File: src/rtl/tpu_pkg.sv
// rtl/tpu_pkg.sv - shared TPU types and width helpers
// Purpose: writeback FSM state type and address/index width helpers shared
//          by the memory, TPU and writeback modules.
package tpu_pkg;

  typedef enum logic [1:0] {
    IDLE   = 2'd0,
    WRITE  = 2'd1,
    FINISH = 2'd2
  } wb_state_t;

  // Address width for an image of the given pixel count (never below 1 bit).
  function automatic int calc_addr_width(input int pixels);
    return (pixels > 1) ? $clog2(pixels) : 1;
  endfunction

  // Width of an index selecting one of n units (never below 1 bit).
  function automatic int calc_index_width(input int n);
    return (n > 1) ? $clog2(n) : 1;
  endfunction

endpackage

File: src/rtl/tpu_wb_priority_enc.sv
// rtl/tpu_wb_priority_enc.sv - lowest-set-bit priority encoder over the pending mask
// Ports:
//   mask  in   [NUM_UNITS-1:0]  pending unit mask
//   idx   out  [IDX_WIDTH-1:0]  index of the lowest set bit (0 when mask is empty)
//   valid out  1                mask has at least one bit set
module tpu_wb_priority_enc
  import tpu_pkg::*;
#(
  parameter  int NUM_UNITS = 2,
  localparam int IDX_WIDTH = calc_index_width(NUM_UNITS)
) (
  input  logic [NUM_UNITS-1:0] mask,
  output logic [IDX_WIDTH-1:0] idx,
  output logic                 valid
);

  // Scan from the top down so the lowest set bit is the last assignment.
  always_comb begin
    idx   = '0;
    valid = |mask;
    for (int i = NUM_UNITS - 1; i >= 0; i--) begin
      if (mask[i]) idx = IDX_WIDTH'(i);
    end
  end

endmodule

File: src/rtl/tpu_result_writeback.sv
// rtl/tpu_result_writeback.sv - captures TPU results on done and writes them to image memory
// Ports:
//   clk, reset            clock, synchronous active-high reset
//   done                  completion pulse; captures relu_out/dest_addr/done_array when idle
//   relu_out, dest_addr   per-unit result word and destination address
//   done_array            per-unit write enable mask
//   wr_en/wr_addr/wr_data memory write request, accepted when wr_en & wr_ready
//   wr_ready              memory accepts the current write
//   busy                  capture in progress
//   write_done            one-cycle pulse after the last accepted write
//   overrun               sticky: done arrived while busy
module tpu_result_writeback
  import tpu_pkg::*;
#(
  parameter  int DATA_WIDTH   = 16,
  parameter  int IMAGE_WIDTH  = 8,
  parameter  int IMAGE_HEIGHT = 8,
  parameter  int NUM_UNITS    = 2,
  localparam int ADDR_WIDTH   = calc_addr_width(IMAGE_WIDTH * IMAGE_HEIGHT)
) (
  input  logic                                 clk,
  input  logic                                 reset,
  input  logic                                 done,
  input  logic [NUM_UNITS-1:0][DATA_WIDTH-1:0] relu_out,
  input  logic [NUM_UNITS-1:0]                 done_array,
  input  logic [NUM_UNITS-1:0][ADDR_WIDTH-1:0] dest_addr,
  output logic                                 wr_en,
  output logic [ADDR_WIDTH-1:0]                wr_addr,
  output logic [DATA_WIDTH-1:0]                wr_data,
  input  logic                                 wr_ready,
  output logic                                 busy,
  output logic                                 write_done,
  output logic                                 overrun
);

  localparam int IDX_WIDTH = calc_index_width(NUM_UNITS);

  wb_state_t                            state;
  logic [NUM_UNITS-1:0]                 pending;
  logic [NUM_UNITS-1:0][DATA_WIDTH-1:0] buf_data;
  logic [NUM_UNITS-1:0][ADDR_WIDTH-1:0] buf_addr;
  logic [IDX_WIDTH-1:0]                 cur_idx;
  logic                                 cur_valid;
  logic [NUM_UNITS-1:0]                 pending_next;

  tpu_wb_priority_enc #(
    .NUM_UNITS(NUM_UNITS)
  ) u_prio (
    .mask (pending),
    .idx  (cur_idx),
    .valid(cur_valid)
  );

  // Mask as it will look once the current write is accepted.
  assign pending_next = pending & ~(NUM_UNITS'(1) << cur_idx);

  // Write port is decoded from registered state only; idle outputs are forced to zero.
  assign wr_en      = (state == WRITE) && cur_valid;
  assign wr_addr    = wr_en ? buf_addr[cur_idx] : '0;
  assign wr_data    = wr_en ? buf_data[cur_idx] : '0;
  assign busy       = (state != IDLE);
  assign write_done = (state == FINISH);

  always_ff @(posedge clk) begin
    if (reset) begin
      state    <= IDLE;
      pending  <= '0;
      buf_data <= '0;
      buf_addr <= '0;
      overrun  <= 1'b0;
    end else begin
      // FINISH counts as busy, so a done landing on the write_done pulse is an overrun.
      if (done && (state != IDLE)) overrun <= 1'b1;

      case (state)
        IDLE: begin
          if (done) begin
            buf_data <= relu_out;
            buf_addr <= dest_addr;
            pending  <= done_array;
            state    <= (done_array != '0) ? WRITE : FINISH;
          end
        end
        WRITE: begin
          if (wr_en && wr_ready) begin
            pending <= pending_next;
            if (pending_next == '0) state <= FINISH;
          end
        end
        FINISH: state <= IDLE;
        default: state <= IDLE;
      endcase
    end
  end

endmodule

File: config.mk
export PLATFORM = sky130hd
export DESIGN_NAME = tpu_result_writeback
export DESIGN_NICKNAME = d
export VERILOG_FILES = /design/src/rtl/tpu_pkg.sv /design/src/rtl/tpu_wb_priority_enc.sv /design/src/rtl/tpu_result_writeback.sv
export SDC_FILE = /design/constraint.sdc
export NUM_CORES = 1
export LEC_CHECK = 0
export CORE_ASPECT_RATIO = 1.75
export CORE_UTILIZATION = 30
export DETAILED_ROUTE_END_ITERATION = 6
export GPL_TIMING_DRIVEN = 1
export PLACE_DENSITY_LB_ADDON = 0.25
export SLEW_MARGIN = 20
export SYNTH_ARGS = -nofsm -noshare
export SYNTH_HDL_FRONTEND = slang
export SYNTH_SLANG_ARGS = --single-unit
File: constraint.sdc
create_clock -name clk -period 1.7 [get_ports clk]
set_input_delay 0.255 -clock clk [delete_from_list [all_inputs] [get_ports clk]]
set_output_delay 0.255 -clock clk [all_outputs]
set_load 0.005 [all_outputs]
# ---- After elaboration in Yosys (flattened, before gate mapping)
# Index checks and enable logic that the tools add are counted.
dict set report totals {
  regBits 49
  in_bits 50
  out_inout_bits 26
}
dict set report op_classes {
  n_lt_le_gt_ge 1
  eq_ne 5
  shift 1
  n_mux 16
  n_bitwise 2
  n_reduce_logical 12
}
# cell n
set ops {}
lappend ops {{$mux W16} 3}
lappend ops {{$mux W6} 3}
lappend ops {{$mux W2} 6}
lappend ops {{$pmux W2 S2} 2}
lappend ops {{$reduce_and A3 Y1} 2}
lappend ops {{$reduce_bool A2 Y1} 3}
lappend ops {{$logic_not A2 Y1} 2}
lappend ops {{$ne A2 B1 Y1 const B} 2}
lappend ops {{$logic_and A1 B1 Y1} 3}
lappend ops {{$and A2 B2 Y2} 1}
lappend ops {{$eq A2 B1 Y1 const B} 1}
lappend ops {{$eq A2 B2 Y1 const B} 1}
lappend ops {{$lt A1 B2 Y1 const B} 1}
lappend ops {{$mux W1} 2}
lappend ops {{$ne A2 B2 Y1 const B} 1}
lappend ops {{$not A2 Y2} 1}
lappend ops {{$reduce_and A2 Y1} 1}
lappend ops {{$reduce_or A2 Y1} 1}
lappend ops {{$shl A1 B1 Y2 const A} 1}

# ---- Longest topological paths before layout
# Gate-level depths: netlist of run 1.
dict set report logic_depth {
  depth_word 9
  mapped_depth 5
}

# ---- By module
# A second synthesis of run 1 with hierarchy kept.
dict set report unflattened {
  cells_unflattened 272
  area_unflattened_um2 2162.1
}
# module n_inst cells_per_inst area_each_um2 seq_area_each_um2
set by_module_without_submodules {}
lappend by_module_without_submodules {tpu_result_writeback 1 270 2149.6 980.9}
lappend by_module_without_submodules {tpu_wb_priority_enc 1 2 12.5 0.0}

# ---- Worst setup path after synthesis of run 1
# OpenSTA, ideal clock, no wires.
dict set report synth_path {
  path_kind {register -> output}
  from {reg state[1]}
  to {out wr_addr[0]}
  arrival_time_ps 1020
  required_ps 1445
  path_slack_ps 425
  path_stages_with_launch 5
  path_cell_list {dfxtp_1 and2b_2 o21ai_1 buf_4 nor2_1}
}
dict set report synth_via {
  elab_chain_len 3
}
# item line
set synth_rtl {}
lappend synth_rtl {{start: declaration} tpu_result_writeback.sv:38} ;# wb_state_t state;
lappend synth_rtl {{start signal: assignment} tpu_result_writeback.sv:81} ;# state <= (done_array != '0) ? WRITE : FINISH;
lappend synth_rtl {{$eq A2 B1 Y1} tpu_result_writeback.sv:58} ;# assign wr_en = (state == WRITE) && cur_valid;
lappend synth_rtl {{$logic_and A1 B1 Y1} tpu_result_writeback.sv:58}
lappend synth_rtl {{$mux W6} tpu_result_writeback.sv:59} ;# assign wr_addr = wr_en ? buf_addr[cur_idx] : '0;
lappend synth_rtl {{end: declaration} tpu_result_writeback.sv:28} ;# output logic [ADDR_WIDTH-1:0] wr_addr,
# Every way passes these cells.

# ---- Worst setup path in the final report of run 1
dict set report layout_path {
  from {reg state[1]}
  to {out wr_data[7]}
}
dict set report layout_via {
  elab_chain_len 3
}
# item line
set layout_rtl {}
lappend layout_rtl {{$eq A2 B1 Y1} tpu_result_writeback.sv:58}
lappend layout_rtl {{$logic_and A1 B1 Y1} tpu_result_writeback.sv:58}
lappend layout_rtl {{$mux W16} tpu_result_writeback.sv:60} ;# assign wr_data = wr_en ? buf_data[cur_idx] : '0;
lappend layout_rtl {{end: declaration} tpu_result_writeback.sv:29} ;# output logic [DATA_WIDTH-1:0] wr_data,
# Every way passes these cells.

==> flow_summary_export.csv, run 1 <==
group,metric,value,unit
hold_path,holdPathStages,2,
yosys,synth_top_area_cell,"dfxtp_1",
clocking,cts_made_buffers,5,
setup_path,r2r_start,"state[1]",
yosys,yosysTopAreaCellShare,45.27,%
clocking,clk_latency,0.28,ns
yosys,synthTopCellsByArea,"dfxtp_1, nand2_1, a21oi_1, o21ai_0, buf_8",
setup_path,crit_type,"flop to output port",
clocking,htree_num_levels,2,
detailed_routing,drc,0,
yosys,synth_nets,343,
detailed_routing,routedWlPerCell,13.28,um
grt,grt_pass1_vias,2202,
clocking,cts_buffer_depth,2,
yosys,synth_cell_types,29,
pwr,powerDensity,876.5,nW/um^2
grt,grt_antenna_before_repair,0,
floorplanning,pin_count,76,
final_layout,num_antenna_cells,0,
detailed_routing,via_per_inst,4.859,
timing,max_freq,598.2,MHz
timing,hold_viol,0,
timing,setup_violations,0,
floorplanning,design.core.area,6907,um^2
grt,grt_usage,16.99,%
pwr,peakVddDrop,0.0003684,V
setup_path,setup.worst_path.end_class,"output port",
timing,slew_violations,0,
setup_path,critPathArrivalTime,1.42,ns
detailed_routing,firstDrtPassIters,4,
hold_path,hold_start,"reset",
setup_path,critPathMaxFanout,13,
grt,grt_first_pass_wirelength,9.791,mm
grt,grt_max_degree,29,
clocking,cts_tree,"built",
timing,finalClockSkew,0.003272,ns
yosys,async_flop_share,0,%
detailed_routing,finalWirelength,6.122,mm
timing,hold_slack,0.3839,ns
outcome,status,"completed",
detailed_routing,ant_nets,0,
run,cap_viol_max_count,0,
pwr,p_leak,0.001342,uW
yosys,synth_ff_type,"dfxtp_1",
timing,period_share,98.33,%
timing,tightest_slew,0.4344,ns
floorplanning,die_h,114.4,um
setup_path,worstPathRequired,1.44,ns
timing,finalWorstSetupSlack,0.02842,ns
floorplanning,fp.dieW,66.25,um
hold_path,hold_path.class,"primary input to flop",
timing,fin_setup_tns,0,ns
place,hpwl,4.422,mm
detailed_routing,vias,2240,
clocking,cts.sinks,49,
hold_path,min_to,"overrun",
yosys,ys_warn_count,0,
final_layout,area_delta_synth_final,51.44,%
yosys,synth-edff-count,0,
yosys,ys_seq_area_share,45.27,%
timing,slew-limit-headroom,71.04,%
final_layout,fin_cells,461,
clocking,postCtsHoldBufs,0,
yosys,synth_area,2167,um^2
yosys,avgSynthCellArea,7.396,um^2
timing,period_needed,1.672,ns
setup_path,reg2reg_depth,5,
floorplanning,fp-row-count,40,
place,io_buffers,75,
clocking,root_buffer,"clkbuf_16",
place,dp_cells,449,
setup_path,r2r-end,"buf_data[6]",
grt,overflow,0,
detailed_routing,drt_first_iter_violations,97,
final_layout,layout-drive-gt1-share,20.69,%
final_layout,fillerInstances,720,
yosys,synthCells,293,
place,gp_congestion,0.7432,
setup_path,rrSetupSlack,0.23,ns
timing,grt_setup_unrepaired,"yes",
floorplanning,dieArea,7580,um^2
clocking,clk_pin_slew_worst_paths,0.06,ns
floorplanning,start_util,31.38,%
place,place_ws,-0.04407,ns
setup_path,cp-start-kind,"flop",
final_layout,final_nets,426,
final_layout,post-route-util,47.52,%
yosys,synth_seq_cells,49,
==> power by group <==
| part | switching (uW) | leakage [uW] | internal (uW) |
|---|---|---|---|
| clock | 416 | 0.0000696 | 539 |
| combinational | 303 | 0.000868 | 336 |
| sequential | 49.6 | 0.000404 | 1230 |
| total | 769 | 0.00134 | 2110 |
==> stage by stage <==
step	instance area (um^2)	total power, uW
2_1_floorplan	2167	1612
3_3_place_gp	3100	1915
3_5_place_dp	3100	1924
4_1_cts	3272	2880
5_1_grt	3282	3018
6_report	3282	2877
==> synth_stat cells, types with 2 or more instances <==
| cell | number |
|---|---|
| nor3b_1 | 3 |
| buf_4 | 6 |
| clkbuf_1 | 9 |
| nand2_1 | 102 |
| buf_8 | 4 |
| dfxtp_1 | 49 |
| nor2_1 | 12 |
| buf_2 | 2 |
| a21oi_1 | 60 |
| inv_1 | 4 |
| and2b_2 | 2 |
| o22ai_1 | 9 |
| o21ai_0 | 15 |
==> per-layer routing <==
| layer | GRT usage [%] | part of all wire [%] |
|---|---|---|
| met1 | 17.43 | 38 |
| met3 | 2.191 | 3.5 |
| met2 | 32.72 | 56 |
| met4 | 7.518 | 2.3 |
| met5 | 0 | 0 |
==> critical path, cell delays in order, from the launching register on <==
cell	delay, ns
dfxtp_2	0.31
and2b_2	0.24
o21ai_4	0.08
buf_12	0.15
a21oi_2	0.10
dlygate4sd2_1	0.24
==> timing repair <==
item,CTS,global route
endpoints found under the hold margin,0,0
buffers inserted,3,1
pin swaps,0,0
resized for setup,45,60
endpoints found under the setup margin,25,23
gates cloned,0,0
==> logic make-up (layout without fill, tap and decap cells) <==
group                     after synthesis  in the layout  share of synthesized area, %
DFF                                    49             49                         45.27
buffers and inverters                  27            111                         8.256
AOI/OAI and AO/OA                      91             91                         22.29
xor gates and xnor gates                1              1                        0.4042
and+or+nand+nor                       125            125                         23.79
==> placed cells by master, fill, tap and decap left out, types with 6 or more instances in the layout <==
cell type,synthesis,routed
nand2_1,102,102
a21oi_1,60,54
clkdlybuf4s50_1,0,49
dfxtp_1,49,46
buf_4,6,13
clkbuf_2,0,12
o22ai_1,9,9
o21ai_1,1,7
buf_12,0,7
a21oi_2,0,6
nor2_2,0,6
buf_2,2,6
==> state kept, by name (all words and copies together) (netlist names) <==
name	count
pending	2
buf_addr	12
state	2
overrun	1
buf_data	32
==> final cells by class <==
class	instances	area (um^2)	area share, %
Clock buffer	5	125.1	3.812
Clock inverter	3	17.52	0.5337
Inverter	4	15.01	0.4575
Multi-Input combinational cell	217	1087	33.13
Sequential cell	49	987.2	30.08
Tap cell	84	105.1	3.202
Timing Repair Buffer	99	944.7	28.78
==> worst max path at each step <==
stage | startpoint | endpoint | slack (ns) | cells after the start
after floorplan | state[1] | wr_addr[0] | 0.42 | 4
after global placement | done | buf_data[6] | -0.03 | 5
after detailed placement | done | buf_data[6] | -0.04 | 5
after CTS | pending[0] | wr_addr[2] | -0.22 | 5
after global routing | state[1] | wr_data[7] | -0.03 | 5
final | state[1] | wr_data[7] | 0.03 | 5
No activity file was read; power rests on OpenSTA's default activity.
==> run 2: changes to the inputs <==
CORE_UTILIZATION = 45   (was 30)
==> flow_summary_export.csv, run 2 (same netlist as run 1, synthesis figures left out) <==
group,metric,value,unit
floorplanning,start_util,46.45,%
final_layout,final_nets,426,
timing,finalWorstSetupSlack,-0.01994,ns
clocking,cts_tree,"built",
grt,grt_first_pass_wirelength,9.453,mm
pwr,powerDensity,844.8,nW/um^2
detailed_routing,drt_first_iter_violations,45,
final_layout,reg.largest.list,"buf_data (32), buf_addr (12)",
outcome,status,"finished, violations left",
floorplanning,dieArea,5108,um^2
timing,fin_setup_tns,-0.03226,ns
timing,period_share,101.2,%
final_layout,final_cell_mix,"nand2_1, clkdlybuf4s50_1, a21oi_1",
detailed_routing,via_per_inst,5.360,
clocking,cts_made_buffers,5,
final_layout,top_register,"buf_data",
timing,max_freq,581.4,MHz
final_layout,ff_latch_area,987.2,um^2
timing,slew_violations,0,
floorplanning,design.core.area,4666,um^2
clocking,cts_buffer_depth,2,
detailed_routing,routedWlPerCell,14.06,um
place,hpwl,4.007,mm
timing,grt_setup_unrepaired,"yes",
floorplanning,die_h,93.80,um
setup_path,critPathMaxFanout,7,
grt,grt_max_degree,27,
final_layout,num_antenna_cells,0,
timing,setup_violations,3,
setup_path,worstPathRequired,1.44,ns
setup_path,crit_type,"flop to output port",
final_layout,final_common_cell,"nand2_1",
setup_path,critPathArrivalTime,1.46,ns
clocking,root_buffer,"clkbuf_8",
clocking,clk_latency,0.30,ns
clocking,cts.sinks,49,
detailed_routing,ant_nets,0,
final_layout,fillerInstances,399,
setup_path,cp-start-kind,"flop",
timing,period_needed,1.720,ns
hold_path,hold_path.class,"primary input to flop",
detailed_routing,finalWirelength,6.019,mm
grt,overflow,0,
detailed_routing,vias,2294,
run,cap_viol_max_count,0,
final_layout,layout-drive-gt1-share,23.14,%
grt,grt_pass1_vias,2248,
timing,hold_viol,0,
timing,finalClockSkew,0.004498,ns
floorplanning,fp-row-count,33,
place,gp_congestion,0.8188,
clocking,clk_pin_slew_worst_paths,0.08,ns
final_layout,largest_reg_flops,32,
detailed_routing,firstDrtPassIters,4,
place,dp_cells,417,
final_layout,fin_cells,428,
detailed_routing,drc,0,
place,io_buffers,75,
floorplanning,fp.dieW,54.46,um
final_layout,multiInputGateArea,1137,um^2
final_layout,post-route-util,69.27,%
grt,grt_antenna_before_repair,0,
clocking,postCtsHoldBufs,0,
timing,hold_slack,0.3849,ns
grt,grt_usage,25.12,%
pwr,peakVddDrop,0.0008733,V
outcome,violations,"negative setup slack",
floorplanning,pin_count,76,
clocking,htree_num_levels,2,
timing,slew-limit-headroom,69.22,%
timing,tightest_slew,0.4617,ns
setup_path,setup.worst_path.end_class,"output port",
final_layout,area_delta_synth_final,49.13,%
pwr,p_leak,0.001305,uW
[run 2: cell count changes in the layout (fill, tap and decap cells not counted), moves of 4 or more]
cell / delta
a21oi_2: +6
o21ai_0: +10
clkbuf_8: +5
clkbuf_2: -8
a21oi_1: -7
nor2_4: +4
nor2_2: -6
buf_2: +13
o21ai_1: -7
clkbuf_16: -5
[run 2: cell type report]
| class | instances | area share (%) |
|---|---|---|
| Timing Repair Buffer | 99 | 28.57 |
| Sequential cell | 49 | 30.55 |
| Tap cell | 52 | 2.013 |
| Clock inverter | 2 | 1.084 |
| Multi-Input combinational cell | 217 | 35.19 |
| Clock buffer | 5 | 2.129 |
| Inverter | 4 | 0.4646 |
[run 2: power by group]
group          leakage [uW]  switching [uW]  internal, uW
Clock             0.0000540             372           428
Sequential         0.000404            51.8          1230
Combinational      0.000847             317           331
[run 2: final timing paths]
path / depth (start not counted) / from / slack, ns / end
worst min register to register: 2 / buf_data[31] / 0.46 / buf_data[31]
worst min-delay path: 2 / reset / 0.38 / overrun
worst max-delay path: 6 / state[1] / -0.02 / wr_data[5]
worst max register to register: 5 / state[1] / 0.22 / buf_data[25]
[run 2: stage by stage]
stage          setup WS, ns  power (uW)  instance area (um^2)
2_1_floorplan        0.4247        1612                  2167
3_3_place_gp       -0.04018        1893                  3048
3_5_place_dp       -0.01354        1907                  3048
4_1_cts            -0.09791        2713                  3196
5_1_grt            -0.05345        2866                  3232
6_report           -0.01994        2730                  3232
[run 2: repair_timing]
action | in CTS | in global routing
setup endpoints to repair | 25 | 23
pin swaps | 0 | 4
resized for setup | 95 | 32
gates cloned | 1 | 0
setup buffers | 2 | 1
[run 2: routing by layer]
layer / part of all wire, % / vias up / track usage, %
li1: - / 1132 / -
met2: 55 / 61 / 45.73
met1: 38 / 1082 / 26.28
met4: 3.3 / 0 / 11.32
met5: 0 / - / 0
met3: 3.2 / 19 / 4.045
[run 2: critical path: stages (launching register included)]
cell	delay, ns
dfxtp_2	0.33
and2b_2	0.24
o21ai_4	0.07
buf_6	0.14
buf_12	0.14
a21oi_2	0.11
buf_2	0.14
==> run 3: changes to the inputs <==
CAP_MARGIN = 20   (was not set)
==> results of run 3 <==
No change in the layout: final DEF, timing and power equal those of run 2.
